`config.mk`:
```
export PLATFORM = sky130hd
export DESIGN_NAME = alu_muldiv_flat
export DESIGN_NICKNAME = d
export VERILOG_FILES = /design/src/rtl/alu_muldiv_if.sv /design/src/rtl/alu_muldiv.sv /design/src/flat_wrapper.sv
export SDC_FILE = /design/constraint.sdc
export NUM_CORES = 2
export LEC_CHECK = 0
export ABC_CLOCK_PERIOD_IN_PS = 14900
export BUFFER_PORTS_ARGS = -buffer_cell sky130_fd_sc_hd__buf_4
export CELL_PAD_IN_SITES_DETAIL_PLACEMENT = 1
export CELL_PAD_IN_SITES_GLOBAL_PLACEMENT = 2
export CORE_MARGIN = 2
export CORE_UTILIZATION = 38
export DETAILED_ROUTE_END_ITERATION = 8
export HOLD_SLACK_MARGIN = 0.12
export PLACE_DENSITY_LB_ADDON = 0.1
export SLEW_MARGIN = 25
export SYNTH_ARGS = -nofsm -noshare
export SYNTH_HDL_FRONTEND = slang
export SYNTH_SLANG_ARGS = --single-unit
```
`constraint.sdc`:
```
create_clock -name clk -period 14.9 [get_ports clk]
set_input_delay 1.49 -clock clk [delete_from_list [all_inputs] [get_ports clk]]
set_output_delay 1.49 -clock clk [all_outputs]
set_load 0.005 [all_outputs]
```
`src/rtl/alu_muldiv_if.sv`:
```
// Operand/result handshake bundle for the RV32M multiply/divide unit.
// The master issues ops and consumes results; the slave is the unit itself.
interface alu_muldiv_if #(
    parameter int XLEN = 32
);
    logic            in_valid;
    logic            in_ready;
    logic [2:0]      op;
    logic [XLEN-1:0] src1;
    logic [XLEN-1:0] src2;
    logic            out_valid;
    logic            out_ready;
    logic [XLEN-1:0] result;

    modport master (
        output in_valid, op, src1, src2, out_ready,
        input  in_ready, out_valid, result
    );

    modport slave (
        input  in_valid, op, src1, src2, out_ready,
        output in_ready, out_valid, result
    );
endinterface

```
`src/rtl/alu_muldiv.sv`:
```
// Multi-cycle RV32M multiply/divide unit for the execute stage.
// Multiply takes a single compute cycle; divide/remainder runs a restoring
// shift-subtract divider producing one quotient bit per cycle, MSB first,
// after a one-cycle setup that also catches divide-by-zero and signed overflow.
module alu_muldiv #(
    parameter int XLEN = 32
) (
    input  logic       clk,
    input  logic       rst,
    input  logic       flush,
    alu_muldiv_if.slave bus
);

    typedef enum logic [1:0] {
        IDLE,
        MUL,
        DIV,
        DONE
    } state_t;

    state_t state, state_next;

    logic [1:0]      op_q;
    logic [XLEN-1:0] a_q;
    logic [XLEN-1:0] b_q;
    logic [XLEN-1:0] rem_q;
    logic [XLEN-1:0] quo_q;
    logic [XLEN-1:0] cnt_q;
    logic            started_q;
    logic            q_neg_q;
    logic            r_neg_q;
    logic [XLEN-1:0] result_q;

    logic            accept;
    logic            is_signed_div;
    logic            is_rem;
    logic            div_zero;
    logic            div_ovf;
    logic            last_iter;
    logic [XLEN-1:0] a_abs;
    logic [XLEN-1:0] b_abs;

    logic            mul_a_sx;
    logic            mul_b_sx;
    logic [2*XLEN-1:0] mul_a;
    logic [2*XLEN-1:0] mul_b;
    logic [2*XLEN-1:0] product;
    logic [XLEN-1:0] mul_res;

    logic [XLEN:0]   shifted;
    logic [XLEN:0]   diff;
    logic [XLEN-1:0] rem_next;
    logic [XLEN-1:0] quo_next;
    logic [XLEN-1:0] q_fix;
    logic [XLEN-1:0] r_fix;

    localparam logic [XLEN-1:0] MOST_NEG = {1'b1, {(XLEN-1){1'b0}}};

    assign accept        = bus.in_valid && (state == IDLE);
    assign bus.in_ready  = (state == IDLE);
    assign bus.out_valid = (state == DONE);
    assign bus.result    = result_q;

    // Operand classification for the divider; DIV/REM have op bit 0 clear.
    always_comb begin
        is_signed_div = ~op_q[0];
        is_rem        = op_q[1];
        div_zero      = (b_q == '0);
        div_ovf       = is_signed_div && (a_q == MOST_NEG) && (b_q == '1);
        last_iter     = started_q && (cnt_q == XLEN'(XLEN - 1));
        a_abs         = (is_signed_div && a_q[XLEN-1]) ? (-a_q) : a_q;
        b_abs         = (is_signed_div && b_q[XLEN-1]) ? (-b_q) : b_q;
    end

    // Full-width product with per-op sign extension; MUL keeps the low half.
    always_comb begin
        mul_a_sx = ((op_q == 2'd1) || (op_q == 2'd2)) && a_q[XLEN-1];
        mul_b_sx = (op_q == 2'd1) && b_q[XLEN-1];
        mul_a    = {{XLEN{mul_a_sx}}, a_q};
        mul_b    = {{XLEN{mul_b_sx}}, b_q};
        product  = mul_a * mul_b;
        mul_res  = (op_q == 2'd0) ? product[XLEN-1:0] : product[2*XLEN-1:XLEN];
    end

    // One restoring-divide step: shift in the next dividend bit, subtract if it fits.
    always_comb begin
        shifted  = {rem_q, quo_q[XLEN-1]};
        diff     = shifted - {1'b0, b_q};
        rem_next = diff[XLEN] ? shifted[XLEN-1:0] : diff[XLEN-1:0];
        quo_next = {quo_q[XLEN-2:0], ~diff[XLEN]};
        q_fix    = q_neg_q ? (-quo_next) : quo_next;
        r_fix    = r_neg_q ? (-rem_next) : rem_next;
    end

    // State register.
    always_ff @(posedge clk or posedge rst) begin
        if (rst) begin
            state <= IDLE;
        end else begin
            state <= state_next;
        end
    end

    // Next-state logic; flush wins over every other transition.
    always_comb begin
        state_next = state;
        unique case (state)
            IDLE: begin
                if (accept) begin
                    state_next = bus.op[2] ? DIV : MUL;
                end
            end
            MUL: begin
                state_next = DONE;
            end
            DIV: begin
                if (!started_q && (div_zero || div_ovf)) begin
                    state_next = DONE;
                end else if (last_iter) begin
                    state_next = DONE;
                end
            end
            DONE: begin
                if (bus.out_ready) begin
                    state_next = IDLE;
                end
            end
            default: state_next = IDLE;
        endcase
        if (flush) begin
            state_next = IDLE;
        end
    end

    // Operand latch, divider datapath and result register.
    always_ff @(posedge clk or posedge rst) begin
        if (rst) begin
            op_q      <= '0;
            a_q       <= '0;
            b_q       <= '0;
            rem_q     <= '0;
            quo_q     <= '0;
            cnt_q     <= '0;
            started_q <= 1'b0;
            q_neg_q   <= 1'b0;
            r_neg_q   <= 1'b0;
            result_q  <= '0;
        end else if (flush) begin
            cnt_q     <= '0;
            started_q <= 1'b0;
        end else begin
            unique case (state)
                IDLE: begin
                    if (accept) begin
                        op_q      <= bus.op[1:0];
                        a_q       <= bus.src1;
                        b_q       <= bus.src2;
                        cnt_q     <= '0;
                        started_q <= 1'b0;
                    end
                end
                MUL: begin
                    result_q <= mul_res;
                end
                DIV: begin
                    if (!started_q) begin
                        if (div_zero) begin
                            result_q <= is_rem ? a_q : '1;
                        end else if (div_ovf) begin
                            result_q <= is_rem ? '0 : a_q;
                        end else begin
                            quo_q     <= a_abs;
                            b_q       <= b_abs;
                            rem_q     <= '0;
                            q_neg_q   <= is_signed_div && (a_q[XLEN-1] ^ b_q[XLEN-1]);
                            r_neg_q   <= is_signed_div && a_q[XLEN-1];
                            cnt_q     <= '0;
                            started_q <= 1'b1;
                        end
                    end else begin
                        rem_q <= rem_next;
                        quo_q <= quo_next;
                        cnt_q <= cnt_q + XLEN'(1);
                        if (last_iter) begin
                            result_q  <= is_rem ? r_fix : q_fix;
                            started_q <= 1'b0;
                        end
                    end
                end
                default: begin
                end
            endcase
        end
    end

endmodule

```
`src/flat_wrapper.sv`:
```
// flat-port wrapper written by rule: the top's interface ports become plain ports
module alu_muldiv_flat 
#(
    parameter int XLEN = 32
)
  (clk, rst, flush, bus_in_valid, bus_op, bus_src1, bus_src2, bus_out_ready, bus_in_ready, bus_out_valid, bus_result);
  alu_muldiv_if #(.XLEN(XLEN)) bus_i ();
  input  logic clk;
  input  logic rst;
  input  logic flush;
  input wire logic [$bits(bus_i.in_valid)-1:0] bus_in_valid;
  input wire logic [$bits(bus_i.op)-1:0] bus_op;
  input wire logic [$bits(bus_i.src1)-1:0] bus_src1;
  input wire logic [$bits(bus_i.src2)-1:0] bus_src2;
  input wire logic [$bits(bus_i.out_ready)-1:0] bus_out_ready;
  output wire logic [$bits(bus_i.in_ready)-1:0] bus_in_ready;
  output wire logic [$bits(bus_i.out_valid)-1:0] bus_out_valid;
  output wire logic [$bits(bus_i.result)-1:0] bus_result;
  assign bus_i.in_valid = bus_in_valid;
  assign bus_i.op = bus_op;
  assign bus_i.src1 = bus_src1;
  assign bus_i.src2 = bus_src2;
  assign bus_i.out_ready = bus_out_ready;
  assign bus_in_ready = bus_i.in_ready;
  assign bus_out_valid = bus_i.out_valid;
  assign bus_result = bus_i.result;
  alu_muldiv #(.XLEN(XLEN)) u_core (.clk(clk), .rst(rst), .flush(flush), .bus(bus_i));
endmodule
```
==> metrics.md <==
| Metric | Value |
|---|---|
| Outcome | `complete, no violations` |
| Synth Area in XOR/XNOR | `around 2.8%` |
| Fmax | `~0.096 GHz` |
| Post-route ant nets | `0` |
| Root Driver | `clkbuf_16` |
| Slew @ Worst Pin | `1.07 ns` |
| Num CTS Buffers | `17` |
| Crit. End Element | `flip-flop` |
| DRC | `0` |
| Synth async-reset ratio | `100%` |
| Synth area leaders | `fa_1 43%, dfrtp_1 9.4%, inv_1 8.9%, nand2_1 7.2%, ha_1 6.1%` |
| Ports | `~110` |
| Resized Gates After CTS | `0` |
| HP Class | `reg -> reg` |
| Synthesized-area fraction occupied by adder cells | `48.7%` |
| Unrepaired setup endpoints after global routing | `false` |
| CP Data Required Time | `15.34 ns` |
| Crit path from | `u_core.op_q[0]$_DFFE_PP0P_` |
| CTS tree | `built` |
| Longest Clk Path Bufs | `2` |
| Critical Path Start Type | `flip-flop` |
| IO Port Bufs | `105` |
| Hold path startpoint | `u_core.cnt_q[3]$_DFFE_PP0P_` |
| Tcrit/Tclk final | `70.0%` |
| Post-synthesis sequential area ratio | `9.42%` |
| RD Place Congestion | `approximately 0.94` |
| Max stage delay on crit path | `about 0.93 ns` |
| Synth Area in Simple Gates | `between 15 and 20%` |
| Initial Util | `between 30% and 40%` |
| Setup TNS | `0 ns` |
| Worst Skew | `0.0260 ns` |
| Post-CTS Setup Repair Bufs | `0` |
| Wire per inst | `26.6 um` |
| First-pass GRT wire length | `about 310000 um` |
| Relative slew slack | `27.4%` |
| Hold Buf Count CTS | `0` |
| Drt pass-1 iters | `5` |
| Skew-Pair Late Insertion Delay | `0.52 ns` |
| Reg clk slew, reported paths | `0.08 ns` |
| Synth warnings | `0` |
| Core area | `138000 um^2` |
| Arr. time, crit path | `10.87 ns` |
| Layout cell share with drive strength beyond 1 | `under 10%` |
| Synthesized flop and latch total | `~200` |
| Yosys top cell by area | `fa_1` |
| Slowest-stage cell, CP | `fa_1` |
| Clock sinks | `199` |
| Initial antenna violation count | `15` |
| Number of max-cap violations | `0` |
| WHS Path Cells | `1` |
| Synth Cell Area | `~53000 um^2` |
| DP HPWL | `162000 um` |
| Post-synth EDFFs | `0` |
| Largest net degree at the start of global routing | `98` |
| Vias in the first global route | `between 40000 and 50000` |
| Synthesized Nets | `7596` |
| Synth-to-layout area growth | `6.00%` |
| Fill count | `16287` |
| Post-synthesis cell type count | `90` |
| Crit path kind | `reg -> reg` |
| Die width | `377 um` |
| Multiplexer share of the synthesized area | `1.83%` |
| Number of cells on the worst reg-to-reg path | `30` |
| Compound-Gate Fraction of Synth Area | `9.66%` |
| Largest family of logic cells by synthesized area | `adder cells` |
| Die footprint | `~140000 um^2` |
| Final min period | `10.44 ns` |
| Mapped Cells | `between 6000 and 7000` |
| Nets | `7462` |
| Gr ovfl total | `0` |
| Starting DRT DRC Count | `2933` |
| Htree depth | `4` |
| Total track usage | `29.9%` |
| FP Rows | `136` |
| Via Count | `42526` |
| Vias per Instance | `5.44` |
| Chip height | `377 um` |
| Endpoints failing setup | `0` |
| Final Hold Fails | `0` |
| Crit-path max FO | `18` |
| WL final | `208000 um` |
| Top FF cell, synth | `dfrtp_1` |
| Fin. max-slew vios | `0` |
| Crit Reg-Reg Startpoint | `u_core.op_q[0]$_DFFE_PP0P_` |
| Syn_area_per_cell | `approximately 8.6 um^2` |
| Top cell type's share of synthesized area | `a little over two fifths` |
-- cells in the final DEF, fill, tap and decap left out, types with 26 or more instances in the layout --
cell,instances
o211ai_1,27
xnor2_1,102
a21oi_1,243
nor2_1,254
fa_1,1126
mux2i_1,45
and3_1,52
nand3_1,52
and2_1,235
nand4_1,28
dfrtp_1,179
or3_1,31
a31oi_1,39
o21ai_0,206
mux2_2,41
xor2_1,66
inv_1,1256
o31ai_1,26
nor3_1,40
buf_4,223
o22ai_1,29
a21o_1,32
nand2_1,1016
ha_1,255
-- area by class of cell --
class	instances	area (um^2)	area share [%]
repair buffers	225	1710	3.06
diodes	3	7.51	0.0134
multi-input cells	4303	41700	74.5
clock buffers	19	443	0.790
clock inverters	13	145	0.259
inverters	1262	4740	8.47
flip-flops and latches	199	5000	8.93
well taps	1794	2240	4.00
-- synth_stat cells (all sizes together) (40+ instances only) --
library cell,count
nand2,1016
nor3,40
mux2,42
a21oi,246
o21ai,229
buf,83
nor2,258
and2,235
nand3,52
inv,1260
ha,256
dfrtp,199
a31oi,40
fa,1126
clkbuf,295
xor2,66
mux2i,45
and3,52
xnor2,102
-- kinds of logic after synthesis --
logic type / after synthesis
compound gates: 816
xor+xnor: 168
fa+ha+maj: 1382
buf+inv: 1640
flops: 199
mux: 89
simple gates: 1848
-- registers in the layout, summed over array words and instances, names as in the netlist --
name	flops
u_core.rem_q	32
u_core.started_q	1
u_core.cnt_q	32
u_core.op_q	2
u_core.state	2
u_core.bus.result	32
u_core.a_q	32
u_core.r_neg_q	1
u_core.quo_q	32
u_core.b_q	32
u_core.q_neg_q	1
-- worst max-delay path: cells and delay by family, from the launching register on --
kind / cells / cell delay [ns]
fa+ha+maj: 10 / 5.57
simple gates: 3 / 0.56
compound gates: 8 / 2.27
buf+inv: 9 / 1.53
flops: 1 / 0.42
-- per-stage QoR --
step                      cells  area [um^2]  utilization [%]  setup slack (ns)  hold WS [ns]
after floorplan            6142        52900                -              6.07         0.464
after global placement     7782        55400             40.2              4.72         0.493
after detailed placement   7782        55400             40.2              4.54         0.497
after CTS                  7814        56000             40.6              4.49         0.512
after global routing       7815        56000             40.7              3.93         0.538
final                      7818        56000             40.7              4.46         0.508
-- routing by layer --
metal / vias to the layer above / GRT usage (%) / part of all wire, %
met4: 0 / 9.15 / 3.5
met3: 229 / 3.25 / 5.0
met5: - / 0 / 0
met1: 22633 / 43.1 / 46
met2: 1107 / 47.4 / 45
li1: 18557 / - / -
-- path summary, 6_finish.rpt --
kind / endpoint / slack, ns
max in group asynchronous: u_core.started_q$_DFFE_PP0P_ / 12.37
min reg2reg: u_core.cnt_q[3]$_DFFE_PP0P_ / 0.51
max: u_core.bus.result[28]$_DFFE_PP0P_ / 4.46
max reg2reg: u_core.bus.result[28]$_DFFE_PP0P_ / 4.46
min: u_core.cnt_q[3]$_DFFE_PP0P_ / 0.51
min in group asynchronous: u_core.a_q[20]$_DFFE_PP0P_ / 1.04
Power is left out: the tool's default activity adds up to more than one toggle a clock period on the data nets, which glitch-free logic cannot reach.
